<file path="src/rtl/synth_pkg.sv">
// Shared types and constants for the synth parameter controller: selector
// indices, reset values, octave range and the auto-repeat state encoding.
package synth_pkg;

  localparam int PARAM_W  = 4;
  localparam int NUM_ADSR = 5;

  typedef logic [PARAM_W-1:0]                param_t;
  typedef logic [NUM_ADSR-1:0][PARAM_W-1:0]  adsr_t;

  localparam logic [2:0] SEL_VOLUME  = 3'd0;
  localparam logic [2:0] SEL_ATTACK  = 3'd1;
  localparam logic [2:0] SEL_DECAY   = 3'd2;
  localparam logic [2:0] SEL_SUSTAIN = 3'd3;
  localparam logic [2:0] SEL_RELEASE = 3'd4;

  localparam logic [2:0] OCT_MIN   = 3'd0;
  localparam logic [2:0] OCT_MAX   = 3'd7;
  localparam logic [2:0] OCT_RESET = 3'd4;

  localparam param_t VOL_RESET = 4'd8;
  localparam param_t ATT_RESET = 4'd2;
  localparam param_t DEC_RESET = 4'd4;
  localparam param_t SUS_RESET = 4'd10;
  localparam param_t REL_RESET = 4'd4;

  // Element i of the packed vector is the value addressed by selector i.
  localparam adsr_t ADSR_RESET = {REL_RESET, SUS_RESET, DEC_RESET, ATT_RESET, VOL_RESET};

  typedef enum logic [1:0] {
    RPT_IDLE,
    RPT_DELAY,
    RPT_REPEAT
  } rpt_state_e;

  function automatic param_t sat_step(input param_t val, input logic up, input logic dn,
                                      input param_t max_v);
    if (up && !dn && val < max_v) return val + param_t'(1);
    if (dn && !up && val > '0)    return val - param_t'(1);
    return val;
  endfunction

endpackage

</file>
<file path="src/rtl/key_repeat.sv">
// Edge detect plus hold-to-repeat FSM for a +/- key pair; emits one-cycle
// step_up_o / step_down_o pulses.
module key_repeat
  import synth_pkg::*;
#(
  parameter int REPEAT_DELAY = 25000000,
  parameter int REPEAT_RATE  = 5000000
) (
  input  logic clk_i,
  input  logic rst_i,
  input  logic up_i,
  input  logic dn_i,
  output logic step_up_o,
  output logic step_down_o
);

  localparam int CNT_MAX = (REPEAT_DELAY > REPEAT_RATE) ? REPEAT_DELAY : REPEAT_RATE;
  localparam int CW      = $clog2(CNT_MAX + 1);
  localparam logic [CW-1:0] DELAY_CNT = CW'(REPEAT_DELAY);
  localparam logic [CW-1:0] RATE_CNT  = CW'(REPEAT_RATE);

  rpt_state_e    state_q, state_d;
  logic [CW-1:0] cnt_q, cnt_d;
  logic [1:0]    hist_q;
  logic          up_edge, dn_edge, both, single;

  assign up_edge = up_i & ~hist_q[1];
  assign dn_edge = dn_i & ~hist_q[0];
  assign both    = up_i & dn_i;
  assign single  = up_i ^ dn_i;

  // History loads the live key levels during reset so a key held across
  // reset is not mistaken for a fresh press.
  always_ff @(posedge clk_i) begin
    // NOTE: sequential state uses non-blocking assignments so every register
    // samples pre-edge values, independent of statement order.
    if (rst_i) begin
      state_q <= RPT_IDLE;
      cnt_q   <= '0;
    end else begin
      state_q <= state_d;
      cnt_q   <= cnt_d;
    end
    hist_q <= {up_i, dn_i};
  end

  always_comb begin
    // NOTE: defaults first so no path leaves a comb output unassigned (latch).
    state_d = state_q;
    cnt_d   = cnt_q;
    unique case (state_q)
      RPT_IDLE: begin
        cnt_d = '0;
        if (!both && (up_edge || dn_edge)) begin
          state_d = RPT_DELAY;
          cnt_d   = CW'(1);
        end
      end
      RPT_DELAY: begin
        if (!single) begin
          state_d = RPT_IDLE;
          cnt_d   = '0;
        end else if (cnt_q == DELAY_CNT) begin
          state_d = RPT_REPEAT;
          cnt_d   = CW'(1);
        end else begin
          cnt_d = cnt_q + CW'(1);
        end
      end
      RPT_REPEAT: begin
        if (!single) begin
          state_d = RPT_IDLE;
          cnt_d   = '0;
        end else if (cnt_q == RATE_CNT) begin
          cnt_d = CW'(1);
        end else begin
          cnt_d = cnt_q + CW'(1);
        end
      end
      default: begin
        state_d = RPT_IDLE;
        cnt_d   = '0;
      end
    endcase
  end

  logic fire;
  always_comb begin
    fire = 1'b0;
    unique case (state_q)
      RPT_IDLE:   fire = !both && (up_edge || dn_edge);
      RPT_DELAY:  fire = single && (cnt_q == DELAY_CNT);
      RPT_REPEAT: fire = single && (cnt_q == RATE_CNT);
      default:    fire = 1'b0;
    endcase
    step_up_o   = fire & up_i;
    step_down_o = fire & dn_i;
  end

endmodule

</file>
<file path="src/rtl/synth_param_ctrl.sv">
// Synth front-panel controller: registers PS/2 decoder outputs and maintains
// note, octave and ADSR/volume state with hold-to-repeat on the ADSR keys.
module synth_param_ctrl
  import synth_pkg::*;
#(
  parameter int REPEAT_DELAY = 25000000,
  parameter int REPEAT_RATE  = 5000000,
  parameter int PARAM_MAX    = 15
) (
  input  logic         CLOCK_50,
  input  logic         reset,
  input  logic         note_in,
  input  logic [3:0]   note,
  input  logic         octave_minus_minus,
  input  logic         octave_plus_plus,
  input  logic         ADSR_minus_minus,
  input  logic         ADSR_plus_plus,
  input  logic [2:0]   ADSR_selector,
  input  logic         sine,
  input  logic [1:0]   overdrive,
  output logic [3:0]   note_out,
  output logic         gate,
  output logic         note_on_pulse,
  output logic [2:0]   octave,
  output logic [3:0]   volume,
  output logic [3:0]   attack,
  output logic [3:0]   decay,
  output logic [3:0]   sustain,
  output logic [3:0]   release_o,  // "release" is a reserved word
  output logic         sine_out,
  output logic [1:0]   overdrive_out,
  output logic         param_changed
);

  localparam param_t PMAX = param_t'(PARAM_MAX);

  logic       note_in_q, oct_dn_q, oct_up_q, adsr_dn_q, adsr_up_q, sine_q;
  logic [3:0] note_q;
  logic [2:0] sel_q;
  logic [1:0] od_q;

  // NOTE: the input stage has no reset; it only resamples the pins, and the
  // edge history needs the true key level while reset is held.
  always_ff @(posedge CLOCK_50) begin
    note_in_q <= note_in;
    note_q    <= note;
    oct_dn_q  <= octave_minus_minus;
    oct_up_q  <= octave_plus_plus;
    adsr_dn_q <= ADSR_minus_minus;
    adsr_up_q <= ADSR_plus_plus;
    sel_q     <= ADSR_selector;
    sine_q    <= sine;
    od_q      <= overdrive;
  end

  logic step_up, step_dn;

  key_repeat #(
    .REPEAT_DELAY(REPEAT_DELAY),
    .REPEAT_RATE (REPEAT_RATE)
  ) u_adsr_repeat (
    .clk_i      (CLOCK_50),
    .rst_i      (reset),
    .up_i       (adsr_up_q),
    .dn_i       (adsr_dn_q),
    .step_up_o  (step_up),
    .step_down_o(step_dn)
  );

  logic [1:0] oct_hist_q;
  logic [2:0] octave_q, octave_d;
  adsr_t      adsr_q, adsr_d;
  logic       param_changed_q, param_changed_d;
  logic       gate_q, note_on_pulse_q, note_on_pulse_d, sine_out_q;
  logic [3:0] note_out_q, note_out_d;
  logic [1:0] od_out_q;
  logic       oct_up_edge, oct_dn_edge;

  assign oct_up_edge = oct_up_q & ~oct_hist_q[1];
  assign oct_dn_edge = oct_dn_q & ~oct_hist_q[0];

  always_comb begin
    octave_d = octave_q;
    if (oct_up_edge && !oct_dn_edge && octave_q != OCT_MAX)
      octave_d = octave_q + 3'd1;
    else if (oct_dn_edge && !oct_up_edge && octave_q != OCT_MIN)
      octave_d = octave_q - 3'd1;

    adsr_d = adsr_q;
    for (int i = 0; i < NUM_ADSR; i++) begin
      if (sel_q == 3'(i)) adsr_d[i] = sat_step(adsr_q[i], step_up, step_dn, PMAX);
    end

    // Saturated steps leave the value equal, so they raise no pulse.
    param_changed_d = (octave_d != octave_q) || (adsr_d != adsr_q);

    note_out_d      = note_in_q ? note_q : note_out_q;
    note_on_pulse_d = note_in_q & (~gate_q | (note_q != note_out_q));
  end

  always_ff @(posedge CLOCK_50) begin
    if (reset) begin
      octave_q        <= OCT_RESET;
      adsr_q          <= ADSR_RESET;
      param_changed_q <= 1'b0;
      note_out_q      <= '0;
      gate_q          <= 1'b0;
      note_on_pulse_q <= 1'b0;
      sine_out_q      <= 1'b0;
      od_out_q        <= '0;
    end else begin
      octave_q        <= octave_d;
      adsr_q          <= adsr_d;
      param_changed_q <= param_changed_d;
      note_out_q      <= note_out_d;
      gate_q          <= note_in_q;
      note_on_pulse_q <= note_on_pulse_d;
      sine_out_q      <= sine_q;
      od_out_q        <= od_q;
    end
    oct_hist_q <= {oct_up_q, oct_dn_q};
  end

  assign octave        = octave_q;
  assign volume        = adsr_q[SEL_VOLUME];
  assign attack        = adsr_q[SEL_ATTACK];
  assign decay         = adsr_q[SEL_DECAY];
  assign sustain       = adsr_q[SEL_SUSTAIN];
  assign release_o     = adsr_q[SEL_RELEASE];
  assign param_changed = param_changed_q;
  assign note_out      = note_out_q;
  assign gate          = gate_q;
  assign note_on_pulse = note_on_pulse_q;
  assign sine_out      = sine_out_q;
  assign overdrive_out = od_out_q;

endmodule
</file>
<file path="config.mk">
export PLATFORM = sky130hd
export DESIGN_NAME = synth_param_ctrl
export DESIGN_NICKNAME = d
export VERILOG_FILES = /design/src/rtl/synth_pkg.sv /design/src/rtl/key_repeat.sv /design/src/rtl/synth_param_ctrl.sv
export SDC_FILE = /design/constraint.sdc
export NUM_CORES = 1
export LEC_CHECK = 0
export ABC_AREA = 1
export BUFFER_PORTS_ARGS = -buffer_cell sky130_fd_sc_hd__buf_2
export CAP_MARGIN = 20
export CORE_MARGIN = 4
export CORE_UTILIZATION = 50
export DETAILED_ROUTE_END_ITERATION = 8
export GPL_ROUTABILITY_DRIVEN = 0
export PLACE_DENSITY = 0.72
export SLEW_MARGIN = 40
export SYNTH_ARGS = -nofsm -noshare
export SYNTH_HDL_FRONTEND = slang
export SYNTH_HIERARCHICAL = 1
export SYNTH_SLANG_ARGS = --single-unit
</file>
<file path="constraint.sdc">
create_clock -name CLOCK_50 -period 2.5 [get_ports CLOCK_50]
set_clock_uncertainty 0.05 [all_clocks]
set_input_delay 0.25 -clock CLOCK_50 [delete_from_list [all_inputs] [get_ports CLOCK_50]]
set_output_delay 0.25 -clock CLOCK_50 [all_outputs]
set_load 0.03 [all_outputs]
</file>
-- Word-level counts from Yosys, hierarchy flattened
Index checks and enable logic that the tools add are counted.
- output and inout bits: 33
- register bits: 79
- bits of input ports: 17
- reduce and logical (&&, ||, !) cells: 30
- bitwise gates (word level): 15
- equality and inequality tests: 15
- muxes and demuxes: 64
- magnitude comparators: 10
- add/sub/neg operators: 13
- operators with widths (cell ; number):
    $mux 25 ; 4
    $mux 4 ; 25
    $pmux 25 s3 ; 1
    $mux 1 ; 26
    $add 25x1->25 const B ; 1
    $eq 25x23->1 const B ; 1
    $eq 25x25->1 const B ; 1
    $add 4x1->4 const B ; 5
    $gt 4x1->1 const B ; 5
    $lt 4x4->1 const B ; 5
    $ne 20x20->1 ; 1
    $sub 4x1->4 const B ; 5
    $logic_and 1x1->1 ; 19
    $and 1x1->1 ; 8
    $mux 2 ; 4
    $eq 3x2->1 const B ; 2
    $mux 3 ; 2
    $ne 3x3->1 const B ; 2
    $pmux 2 s3 ; 1
    $logic_not 1->1 ; 5
    $not 1->1 ; 5
    $ne 4x4->1 ; 1
    $add 3x1->3 const B ; 1
    $eq 3x1->1 const B ; 1
    other kinds (15) ; 16

-- Depth between registers and ports, before layout
Gate-level depths: netlist of run 1.
- depth after elaboration: 18
- depth in mapped cells: 21
- depth with buffers taken out: 21

-- By module
The synthesis of run 1 kept the hierarchy.
- modules (own cells, without submodules) (module ; seq. area each (sq um) ; area an instance (sq um) ; instances ; cells each):
    synth_param_ctrl ; 1001.0 ; 2371.0 ; 1 ; 332
    key_repeat ; 580.6 ; 1737.9 ; 1 ; 243

-- Least setup slack after synthesis of run 1
OpenSTA, ideal clock, no wires.
- path type: register to register
- from: reg u_adsr_repeat.cnt_q[0]
- to: reg adsr_q (netlist bit sustain[2])
- arrival: 2.172 ns
- clock period less this slack: 2.335 ns
- cell stages (with the launch flop): 22
- path slack: 0.165 ns
- library setup time: 0.114 ns
- buffers on the path: 0
- required time: 2.336 ns
- path through: dfxtp_1 inv_1 ha_1 nand2_1 nor2_1 nand2_1 nor2_1 nand2_1 nand2_1 nand3_1 nand2_1 nand2_1 nor2_1 inv_1 nor2_2 nand2_1 nand2_1 nand2_2 nor2_2 nand2_1 nand2_1 nor2_1
- RTL lines (element ; line ; RTL):
    start: declaration ; key_repeat.sv:23 ; logic [CW-1:0] cnt_q, cnt_d;
    start signal: assignment ; key_repeat.sv:42 ; cnt_q <= cnt_d;
    $eq 25x23->1 / $eq 25x25->1 (equally long branches) ; key_repeat.sv:93, key_repeat.sv:92 ;
    $logic_and 1x1->1, on equally long branches ; key_repeat.sv:93, key_repeat.sv:92 ;
    $pmux 1 s3 * ; key_repeat.sv:90 ; unique case (state_q)
    $and 1x1->1 * ; key_repeat.sv:97 ; step_down_o = fire & dn_i;
    named net step_dn ; synth_param_ctrl.sv:56 ; logic step_up, step_dn;
    $logic_and 1x1->1 (2 in a row) ; synth_pkg.sv:39 ; if (dn && !up && val > '0) return val - param_t'(1);
    $mux 1 (2 in a row) ; synth_pkg.sv:39 ;
    $mux 1 ; synth_param_ctrl.sv:91 ; if (sel_q == 3'(i)) adsr_d[i] = sat_step(adsr_q[i], step_up, step_dn, PMAX);
    $mux 4 ; synth_pkg.sv:40 ; return val;
    $mux 4 * ; synth_pkg.sv:39 ;
    $mux 4 * ; synth_param_ctrl.sv:91 ;
    end signal: assignment ; synth_param_ctrl.sv:113 ; adsr_q <= adsr_d;
    end: declaration ; synth_param_ctrl.sv:72 ; adsr_t adsr_q, adsr_d;
Mark *: on every way through the listed nets, which the timed path passes. The rest lies on a longest branch. The select of a mux whose other input is x is not followed.
A chain may end at the register's enable or synchronous reset.

-- Final worst setup path of run 1
- from: reg u_adsr_repeat.cnt_q[1]
- to: reg adsr_q (netlist bit attack[2])
The elaborated chain is that of the path after synthesis.

==> summary.md, run 1 <==
| Metric | Value |
|---|---|
| Slew @ Worst Pin | 0.534 ns |
| CTS Buffer Depth | 2 |
| Final Net Count | 697 |
| Fin Setup TNS | 0 ns |
| Most frequent CP cell | nand2_1 |
| Top cells by area, synth | dfxtp_1 (38%), nand2_1 (11%), inv_1 (8.9%) |
| Finished Layout Cells | 766 |
| Asr flop ratio synth | 0% |
| FF-to-FF path depth | 23 |
| WL/cell | 11.6 um |
| Total power | 2.64 mW |
| Hold path cells | 2 |
| First-pass detailed-route iteration total | 4 |
| CP peak stage delay | 0.33 ns |
| I/O Buffers | 49 |
| Max-Cap Viols | 0 |
| Lkg Pwr | 2.30 nW |
| Final setup fails | 0 |
| Drt total wl | 8.89 mm |
| RSZ-0062 raised after global routing | yes |
| Buffers and inverters on the worst path | 5 |
| Worst hold path type | in2reg |
| Routed via count | 3689 |
| Post-synthesis sequential area ratio | 38.5% |
| Flops & latches, synth | 79 |
| Post-synth EDFFs | 0 |
| Seq pwr share | 50.6% |
| Pin count of the biggest net entering global routing | 25 |
| CP arrival | 2.62 ns |
| Area of the multi-input gates | 2210 sq um |
| Die Wd | 98.7 um |
| Vias in the first global route | 3687 |
| Final Hold Viols | 0 |
| Initial antenna violation count | 0 |
| First-pass GRT wire length | 15.3 mm |
| PnR worst setup slack | 0.0893 ns |
| Core Rows | 32 |
| Mapped cell area | 4110 sq um |
| R2R Path Start | u_adsr_repeat/cnt_q[1] |
| Top cell type by total area after synthesis | dfxtp_1 |
| # H-tree levels | 3 |
| Crit path launch type | flop |
| Sw Share | 30.4% |
| PD cells | 526 nW/um^2 |
| NetSw | 801 uW |
| Post-DR vias/cell | 4.82 |
| WP data required | 2.71 ns |
| Gr usage total | 18.8% |
| Primary FF master, synth | dfxtp_1 |
| Register area | 1580 sq um |
| Clock Sinks | 79 |
| Top-Level Pins | 50 |
| DIE AREA | 9730 sq um |
| Peak VDD IR | 0.000360 V |
| Highest Clock Rate | 415 MHz |
| Final Max Slew Viols | 0 |
| Netlist cell types | 29 |
| Syn Nets | 613 |
| Height of the die | 98.7 um |
| Endpoint class of the critical path | flop |
| CTS tree | yes |
| CP max-delay cell | dfxtp_2 |
| Tmin final | 2.41 ns |
| Iter 0 DRT Violations | 99 |
| Worst setup path startpoint | u_adsr_repeat/cnt_q[1] |
| Reg clk slew, reported paths | 0.10 ns |
| Worst hold endpoint | release_o[1] |
| Yosys warns | 6 |
| Cell-internal power | 1.84 mW |
| Status | finished, final reports clean |
| WS Path Type | reg2reg |
| Share of layout cells above drive strength 1 | 24.4% |
| Tcrit/Tclk final | 96.4% |
| Top-area cell type share of the netlist area | 38.5% |
| DRC Markers | 0 |
| # placed instances | 728 |
| ANT cells | 0 |
| Gr ovfl total | 0 |
| Mapped Cells | 575 |
| CP Cell Sequence | inv_2 > ha_2 > nand2_1 > nor2_1 > nand2_1 > nor2_2 > nand2_1 > nand2_1 > nand3_1 > nand2_1 > nand2_2 > nor2_4 > buf_6 > nor2_4 > buf_6 > buf_6 > buf_6 > nand2_4 > nand2_4 > nor2_4 > nand2_1 > nand2_1 > nor2_1 |
| Synthesized area per cell | 7.15 sq um |
| Combinational power share | 14.1% |
| Clock root cell | clkbuf_8 |
| Core ar. | 7850 sq um |
| Worst skew pair latency | 0.36 ns |
| Fill cell count | 702 |
| Total CTS buffers | 9 |
| Reg-to-Reg End | attack[2] |
| Reg2reg setup slack | 0.09 ns |
| Place WS | 0.00301 ns |
| Max Fanout on Critical Path | 4 |
| Hold path start | reset |
| Delay-heaviest family, CP | simple AND/OR/NAND/NOR gates |
| Clock power frac | 35.2% |
| Area Growth Syn to Fin | 22.0% |
| Worst rel slew slack | 64.1% |
| DRT antenna net count | 0 |
| Initial Utilization | 52.4% |
| HPWL after detailed placement | 6.23 mm |
==> registers in the layout, summed over array words and instances (netlist names), 2 cells and up <==
signal and cells:
u_adsr_repeat/state_q 2, volume 4, octave 3, oct_hist_q 2
od_q 2, note_q 4, release_o 4, overdrive_out 2
u_adsr_repeat/hist_q 2, note_out 4, attack 4, u_adsr_repeat/cnt_q 25
sel_q 3, sustain 4, decay 4
==> stage by stage <==
stage                     area [sq um]  hold WS (ns)  utilization (%)
after detailed placement          4490         0.304             57.2
final                             5010         0.186             63.9
after floorplan                   4110         0.228                -
after global routing              5010         0.161             63.9
after global placement            4490         0.303             57.2
after CTS                         4850         0.169             61.8
==> layout make-up <==
cell class,instances,area share [%]
Clock inverter,7,1.42
Tap cell,102,2.54
Inverter,100,7.49
Multi-Input combinational cell,391,44.1
Timing Repair Buffer,78,10.4
Clock buffer,9,2.47
Sequential cell,79,31.6
==> layout by cell type (no fill, tap or decap), drive strengths merged <==
| cell type | Yosys | layout |
|---|---|---|
| nand2 | 128 | 128 |
| inv | 100 | 105 |
| nor2 | 96 | 96 |
| dfxtp | 79 | 79 |
| buf | 3 | 63 |
| nand3 | 44 | 44 |
| o21ai | 33 | 33 |
| ha | 21 | 21 |
| xor2 | 17 | 17 |
| a21oi | 15 | 15 |
| dlygate4sd3 | 0 | 15 |
| nor3 | 13 | 13 |
| clkbuf | 2 | 9 |
| nand4 | 7 | 7 |
| o21bai | 5 | 5 |
| xnor2 | 4 | 4 |
| or2 | 3 | 3 |
| o211ai | 2 | 2 |
| clkinv | 0 | 2 |
| o21a | 1 | 1 |
| a211oi | 1 | 1 |
| o22ai | 1 | 1 |
==> worst max-delay path by stage <==
stage                               end  slack, ns  cells past startpoint
after CTS                 param_changed      0.003                     21
after global placement     release_o[2]        0.1                     21
final                         attack[2]       0.09                     23
after detailed placement       decay[2]      0.003                     19
after global routing       release_o[2]      -0.18                     22
after floorplan              sustain[2]       0.16                     21
==> cell usage after synthesis, types with 2 or more instances <==
cell type  number
o21ai_0        33
dfxtp_1        79
xnor2_1         4
a21oi_1        15
nand3_1        40
clkbuf_1        2
nor3_1         12
nor2_1         63
nor2_2         29
nand2_2         7
nor2_4          4
nand2_1       120
nand3_2         3
o211ai_1        2
xor2_1         17
nand4_1         7
ha_1           21
or2_2           3
inv_1          97
inv_2           3
o21bai_1        5
buf_8           2
==> kinds of logic after synthesis <==
kind of cell / after synthesis / share of synthesized area, %
AO/OA/AOI/OAI: 58 / 7.64
XOR/XNOR: 21 / 4.48
adder cells (fa/ha/maj): 21 / 6.39
buffers and inverters: 105 / 10.2
flip-flops: 79 / 38.5
AND/OR/NAND/NOR: 291 / 32.8
==> timing repair <==
action | in CTS | in global routing
gates resized for setup | 0 | 54
buffers inserted | 2 | 5
hold buffers | 15 | 0
hold endpoints to repair | 15 | 0
pin swaps | 1 | 16
setup endpoints to repair | 6 | 21
==> per-layer routing <==
layer	up-vias	global-route usage (%)	wire (um)
li1	1953	-	-
met1	1641	22.1	4050
met2	83	32.4	4290
met3	12	5.59	437
met4	0	6.72	111
met5	-	0	0
==> power groups by stage <==
stage	logic, mW	clock network, mW	registers [mW]
4_1_cts	0.333	0.964	1.33
2_1_floorplan	0.185	0	1.40
5_1_grt	0.417	1.02	1.34
6_report	0.373	0.929	1.33
3_3_place_gp	0.300	0	1.36
3_5_place_dp	0.310	0	1.36
No activity file was read; power rests on OpenSTA's default activity.
==> run 2, diff against run 1 <==
--- a/config.mk
+++ b/config.mk
@@ -5,7 +5,6 @@
 export SDC_FILE = /design/constraint.sdc
 export NUM_CORES = 1
 export LEC_CHECK = 0
-export ABC_AREA = 1
 export BUFFER_PORTS_ARGS = -buffer_cell sky130_fd_sc_hd__buf_2
 export CAP_MARGIN = 20
 export CORE_MARGIN = 4
==> run 2 against run 1 <==
The flow now finishes with violations (setup timing). First-iteration DRC count is 140% higher. Critical path depth fell by 12. Register-to-register slack got worse by 0.60 ns. Sequential share of layout area shrank 3.5 points. Largest cell class unchanged. Largest power group unchanged. Highest routed layer unchanged.
==> summary.md, run 2 <==
| Metric | Value |
|---|---|
| Post-synth EDFFs | 0 |
| Finished Layout Cells | 678 |
| WP data required | 2.69 ns |
| RSZ-0062 raised after global routing | yes |
| Syn Nets | 478 |
| Mapped Cells | 440 |
| WS Path Type | reg2reg |
| Worst skew pair latency | 0.35 ns |
| Peak VDD IR | 0.000441 V |
| Final Net Count | 609 |
| Yosys warns | 6 |
| First-pass GRT wire length | 16.9 mm |
| Top cells by area, synth | dfxtp_1 (39%), ha_1 (6.5%), xnor2_1 (4.7%) |
| Fill cell count | 543 |
| I/O Buffers | 49 |
| # placed instances | 628 |
| Synthesized area per cell | 9.24 sq um |
| Drt total wl | 10.4 mm |
| Failing checks | setup timing |
| ANT cells | 0 |
| Initial antenna violation count | 0 |
| Tcrit/Tclk final | 120% |
| Iter 0 DRT Violations | 236 |
| Total power | 2.93 mW |
| DIE AREA | 9640 sq um |
| Top-Level Pins | 50 |
| Height of the die | 98.2 um |
| First-pass detailed-route iteration total | 4 |
| Flops & latches, synth | 79 |
| Fin Setup TNS | -7.90 ns |
| WL/cell | 15.4 um |
| Reg2reg setup slack | -0.51 ns |
| Share of layout cells above drive strength 1 | 36.5% |
| Place WS | -0.516 ns |
| FF-to-FF path depth | 11 |
| PD cells | 520 nW/um^2 |
| Area Growth Syn to Fin | 38.6% |
| Status | finished with violations |
| Final Max Slew Viols | 0 |
| Clock root cell | clkbuf_8 |
| Endpoint class of the critical path | flop |
| Gr usage total | 21.1% |
| PnR worst setup slack | -0.512 ns |
| Max Fanout on Critical Path | 4 |
| Count leader, synth | dfxtp_1 |
| Top cell type by total area after synthesis | dfxtp_1 |
| Highest Clock Rate | 332 MHz |
| Reg-to-Reg End | sustain[3] |
| # H-tree levels | 3 |
| Netlist cell types | 67 |
| Most frequent cells in the layout | dfxtp_1 (77), buf_4 (60), buf_2 (49) |
| Gr ovfl total | 0 |
| HPWL after detailed placement | 6.78 mm |
| Primary FF master, synth | dfxtp_1 |
| Worst rel slew slack | 65.3% |
| Post-DR vias/cell | 5.60 |
| CP arrival | 3.20 ns |
| Vias in the first global route | 3603 |
| CTS tree | yes |
| Max-Cap Viols | 0 |
| Lkg Pwr | 2.22 nW |
| Top-area cell type share of the netlist area | 38.9% |
| DRT antenna net count | 0 |
| DRC Markers | 0 |
| Clock Sinks | 79 |
| Initial Utilization | 52.1% |
| Mapped cell area | 4070 sq um |
| Max FFs per register | 25 |
| Final Hold Viols | 0 |
| Finished Core Util | 72.1% |
| Hold path start | oct_dn_q |
| Final setup fails | 21 |
| Crit path launch type | flop |
| Core Rows | 32 |
| Top reg by flops | u_adsr_repeat/cnt_q |
| Tmin final | 3.01 ns |
| Pin count of the biggest net entering global routing | 36 |
| Die Wd | 98.2 um |
| Top cells by count, synth | dfxtp_1 (79), nor2_1 (28), xnor2_1 (22) |
| R2R Path Start | u_adsr_repeat/cnt_q[0] |
| Commonest non-fill, non-tap cell in the layout | dfxtp_1 |
| Worst hold endpoint | oct_hist_q[0] |
| Core ar. | 7810 sq um |
| Routed via count | 3800 |
| Slew @ Worst Pin | 0.520 ns |
| Reg clk slew, reported paths | 0.10 ns |
| Worst hold path type | reg2reg |
| CTS Buffer Depth | 2 |
| Hold path cells | 0 |
| Post-synthesis sequential area ratio | 38.9% |
| Asr flop ratio synth | 0% |
| Total CTS buffers | 9 |
-- run 2: changes by cell type in the layout (fill, tap and decap cells not counted), moves of 15 or more --
cell / delta
buf_4: +51
inv_1: -71
nand2_1: -90
nand3_1: -22
nor2_1: -32
nor2_2: -29
o21ai_0: -15
-- run 2: routing by layer --
metal	wire, um	GRT usage (%)
met5	0	0
met1	4670	27.7
met4	147	8.19
met3	485	4.07
met2	5120	34.4
-- run 2: power breakdown --
part / internal, mW / total, mW / switching (mW)
Sequential: 1.31 / 1.37 / 0.0601
Combinational: 0.273 / 0.611 / 0.338
Clock: 0.394 / 0.943 / 0.548
Total: 1.98 / 2.93 / 0.946
-- run 2: worst max-delay path: stages (launching register included) --
cell       delay, ns
dfxtp_2         0.34
inv_2           0.08
ha_4            0.13
or4b_4          0.47
nor4_4          0.25
o2111ai_2       0.19
a21oi_2         0.24
and2b_4         0.24
or4_4           0.42
o21ai_2         0.09
a21boi_1        0.08
or3_1           0.34
-- run 2: worst max path at each step --
stage / from / endpoint / depth (start not counted)
after floorplan: u_adsr_repeat/cnt_q[0] / sustain[3] / 11
after global placement: u_adsr_repeat/cnt_q[0] / param_changed / 11
after detailed placement: u_adsr_repeat/cnt_q[0] / release_o[2] / 12
after CTS: u_adsr_repeat/cnt_q[0] / sustain[3] / 11
after global routing: u_adsr_repeat/cnt_q[1] / sustain[3] / 11
final: u_adsr_repeat/cnt_q[0] / sustain[3] / 11
-- run 2: area by class of cell --
| cell class | instances | area, sq um | area share, % |
|---|---|---|---|
| Multi-Input combinational cell | 321 | 2620 | 46.6 |
| Sequential cell | 79 | 1580 | 28.1 |
| Timing Repair Buffer | 139 | 1020 | 18.2 |
| Tap cell | 102 | 128 | 2.27 |
| Clock buffer | 9 | 124 | 2.20 |
| Inverter | 21 | 78.8 | 1.40 |
| Clock inverter | 7 | 71.3 | 1.27 |
-- run 2: cell families (layout without fill, tap and decap cells) --
family | Yosys count | count (layout) | synth area share [%]
xor gates and xnor gates | 30 | 30 | 6.46
buffers and inverters | 40 | 176 | 4.80
adders and majority gates | 21 | 21 | 6.46
DFF | 79 | 79 | 38.9
muxes | 5 | 5 | 1.23
and+or+nand+nor | 167 | 167 | 23.9
AOI/OAI and AO/OA | 98 | 98 | 18.2
-- run 2: stage by stage --
stage / hold slack (ns) / area, sq um
final: 0.295 / 5630
after global routing: 0.302 / 5630
after CTS: 0.294 / 5510
after detailed placement: 0.293 / 4890
after global placement: 0.282 / 4890
after floorplan: 0.228 / 4200
-- run 2: repair_timing --
action | 4_1_cts | 5_1_grt
pin swaps | 16 | 16
gates resized for setup | 33 | 20
setup endpoints to repair | 21 | 21
buffers inserted | 14 | 9
hold endpoints to repair | 15 | 0
hold buffers | 15 | 0
